[src/rtl/rr_mux_reg_arbiter.sv]
// Two-requester round-robin arbiter that owns a shared muxed data register.
// Loads take IDLE -> LOAD -> DONE; a withdrawn winner request aborts in LOAD.
module rr_mux_reg_arbiter #(
  parameter int WIDTH = 8,
  parameter int CNT_W = 4
) (
  input  logic             clk,
  input  logic             rst,
  input  logic             req0,
  input  logic             req1,
  input  logic [WIDTH-1:0] d0,
  input  logic [WIDTH-1:0] d1,
  output logic             sel,
  output logic             gnt0,
  output logic             gnt1,
  output logic [WIDTH-1:0] q,
  output logic             valid,
  output logic             busy,
  output logic             abort,
  output logic [CNT_W-1:0] load_cnt
);

  typedef enum logic [1:0] {
    IDLE = 2'd0,
    LOAD = 2'd1,
    DONE = 2'd2
  } state_e;

  state_e           state_q, state_d;
  logic             sel_q, sel_d;
  logic             ptr_q, ptr_d;
  logic [WIDTH-1:0] q_q, q_d;
  logic [CNT_W-1:0] cnt_q, cnt_d;
  logic             win_req;

  assign win_req = sel_q ? req1 : req0;

  always_ff @(posedge clk) begin
    if (rst) begin
      state_q <= IDLE;
      sel_q   <= 1'b0;
      ptr_q   <= 1'b0;
      q_q     <= '0;
      cnt_q   <= '0;
    end else begin
      state_q <= state_d;
      sel_q   <= sel_d;
      ptr_q   <= ptr_d;
      q_q     <= q_d;
      cnt_q   <= cnt_d;
    end
  end

  always_comb begin
    state_d = state_q;
    sel_d   = sel_q;
    ptr_d   = ptr_q;
    q_d     = q_q;
    cnt_d   = cnt_q;
    unique case (state_q)
      IDLE: begin
        if (req0 || req1) begin
          state_d = LOAD;
          sel_d   = (req0 && req1) ? ptr_q : req1;
        end
      end
      LOAD: begin
        if (win_req) begin
          q_d     = sel_q ? d1 : d0;
          ptr_d   = ~sel_q;
          cnt_d   = cnt_q + CNT_W'(1);
          state_d = DONE;
        end else begin
          state_d = IDLE;
        end
      end
      DONE: state_d = IDLE;
      default: state_d = IDLE;
    endcase
  end

  // Grant and abort are qualified by rst so an interrupted load never grants.
  always_comb begin
    gnt0  = 1'b0;
    gnt1  = 1'b0;
    abort = 1'b0;
    valid = (state_q == DONE);
    busy  = (state_q != IDLE);
    if (state_q == LOAD && !rst) begin
      gnt0  = !sel_q && req0;
      gnt1  = sel_q && req1;
      abort = !win_req;
    end
  end

  assign sel      = sel_q;
  assign q        = q_q;
  assign load_cnt = cnt_q;

endmodule

[config.mk]
export PLATFORM = sky130hd
export DESIGN_NAME = rr_mux_reg_arbiter
export DESIGN_NICKNAME = d
export VERILOG_FILES = /design/src/rtl/rr_mux_reg_arbiter.sv
export SDC_FILE = /design/constraint.sdc
export NUM_CORES = 1
export LEC_CHECK = 0
export CORE_MARGIN = 2
export CORE_UTILIZATION = 41
export CTS_BUF_LIST = sky130_fd_sc_hd__clkbuf_16
export DETAILED_ROUTE_END_ITERATION = 10
export PLACE_DENSITY = 0.89
export SETUP_SLACK_MARGIN = 0.4
export SYNTH_ARGS = -nofsm -noshare
export SYNTH_HDL_FRONTEND = slang
export SYNTH_SLANG_ARGS = --single-unit
[constraint.sdc]
create_clock -name clk -period 2.4 [get_ports clk]
set_clock_uncertainty 0.15 [all_clocks]
set_input_delay 0.36 -clock clk [delete_from_list [all_inputs] [get_ports clk]]
set_output_delay 0.36 -clock clk [all_outputs]
set_load 0.01 [all_outputs]
==> results.cfg <==
[floorplan]
io_pins = 38
die_w_um = 47.1
core_um2 = 1750
die_y_um = 47.1
row_count = 15
die_area_um2 = 2220
start_util = 0.437

[worst_setup_path]
worst_setup_path_end_kind = output pin
worstPathArrival_ps = 1420
start_kind = primary input
crit_path_max_incr_delay_ps = 430
cp_slowest_cell = clkdlybuf4s50_1
crit_chain = clkdlybuf4s50_1 > nand2b_2 > nor3_1 > clkdlybuf4s15_1
crit_required_ps = 1890
crit_type = in -> out
worstPathMaxFanout = 4

[placement]
dpl-instance-area_um2 = 1170
place.gp.congestion = 0.852
dp_cells = 146
portBuffers = 37
hpwl_um = 1420

[clock_tree]
numCtsBuffers = 3
cts.clk_slew.worst_paths_ps = 50
cts_num_sinks = 16
clk-insertion-delay-late_ps = 250
clk_path_buf_depth = 2
h-tree-depth = 1
cts_resized = 3
cts-root-buf = clkbuf_16
cts_tree = yes
post_cts_buffers = 0
hold_buffers = 0

[timing]
rsz0062_at_grt = no
relSlewSlack = 0.596
timing.fmax_mhz = 518
post-route-min-period_ps = 1930
post-route-period-util = 0.804
finalMaxSlewViolations = 0
tightest_slew_ps = 604
finalSetupViolations = 0
hold_viol_final = 0
setup_tns_ps = 0

[drt]
drt_first_pass_iters = 4
drc = 0
routedWlPerCell_um = 13.7
routed_wirelength_um = 2060
drtAntennaViolNets = 0
drt_iter0_markers = 9
vias = 801
via_per_inst = 5.34

[final_layout]
syn_to_final_growth_pct = 64.8
drive_gt1_frac = 0.112
final_util = 0.720
diodes = 0
n_fill_cell = 133
final_cell_count_no_fill = 150
nets = 147
fin_area_um2 = 1260

[power_and_ir_drop]
max-vdd-ir-drop_mv = 0.584
p_per_area_nw_per_um2 = 629
p_leak_nw = 0.471

[global_route]
grt_pass1_vias = 731
grt_overflow = 0
antenna_found_initial = 0
grt_pass1_wl_um = 3200
track_usage = 0.216
grt_max_degree = 17

[logic_synthesis]
synth_top_area_share = 0.420
yosysUniqueCellTypes = 26
yosys.area.top_type = dfxtp_1
async_reset_ff_frac = 0
synth_seq_cells = 16
yosysSeqAreaShare = 0.420
synth_fp_nets = 106
yosys_warnings = 0
yosys-top-cells-area = dfxtp_1 (42%), mux2i_1 (10%), a211oi_1 (8.9%), a21oi_1 (8.5%), nor2_1 (3.0%)
syn_inst = 85
yosysMostFrequentCell = dfxtp_1
syn_area_per_cell_um2 = 8.98
synth_area_um2 = 763
ys.flop_type = dfxtp_1
synth_edf_count = 0
synthTopCellsByCount = dfxtp_1 (16), a21oi_1 (13), a211oi_1 (9)

[flow_run]
cap_violations = 0

[outcome]
outcome = finished, final reports clean

[min_path]
hold_class = reg -> reg
## kinds of logic after synthesis
family	Yosys count	synth area share
mux	10	0.138
buf+inv	10	0.0574
simple gates	17	0.116
fa+ha+maj	1	0.0164
flops	16	0.420
compound gates	31	0.252
## worst paths after layout
kind	start	slack [ps]	depth (start not counted)	endpoint
worst min register to register	load_cnt[3]	330	2	load_cnt[3]
worst max-delay path	rst	470	4	gnt0
worst min-delay path	load_cnt[3]	330	2	load_cnt[3]
worst max register to register	sel	670	4	load_cnt[2]
## metrics by stage
step	power [mW]	hold WS [ps]	worst slack, ps
global placement	0.460	313	111
detailed placement	0.464	322	105
global route	0.827	340	408
CTS	0.793	329	365
floorplan	0.379	317	691
finish	0.791	331	470
## layout by cell type, fill, tap and decap left out, drive strengths merged, types with 2 or more instances in the layout
cell type	count
nand3	2
clkdlybuf4s50	33
o21ai	4
dfxtp	16
nor2	6
clkbuf	4
nor2b	2
buf	5
mux2i	9
a21oi	13
a211oi	9
nand2b	2
inv	4
## routing by layer
layer	part of all wire	track usage	vias to the layer above
li1	-	-	392
met1	0.43	0.264	367
met2	0.47	0.342	40
met3	0.087	0.0962	2
met4	0.011	0.0667	0
met5	0	0	-
## power by group
group	switching (mW)	total, mW	internal, mW
registers	0.0131	0.297	0.284
clock network	0.107	0.328	0.221
logic	0.0731	0.166	0.0925
## state kept, by name, indices dropped and copies added (netlist names)
name,cells
state_q,2
load_cnt,4
sel,1
q,8
ptr_q,1
## critical path, delay by kind of cell
family,cells,cell delay [ps]
buf+inv,2,690
simple gates,2,370
## final cells by class
cell class	count	area [µm²]	share of cell area
Multi-Input combinational cell	59	404	0.321
Inverter	4	15.0	0.0119
Clock buffer	3	75.1	0.0597
Clock inverter	1	3.75	0.00299
Sequential cell	16	320	0.255
Timing Repair Buffer	42	408	0.324
Tap cell	25	31.3	0.0249
Note: power is estimated with default switching activity, not from simulation.
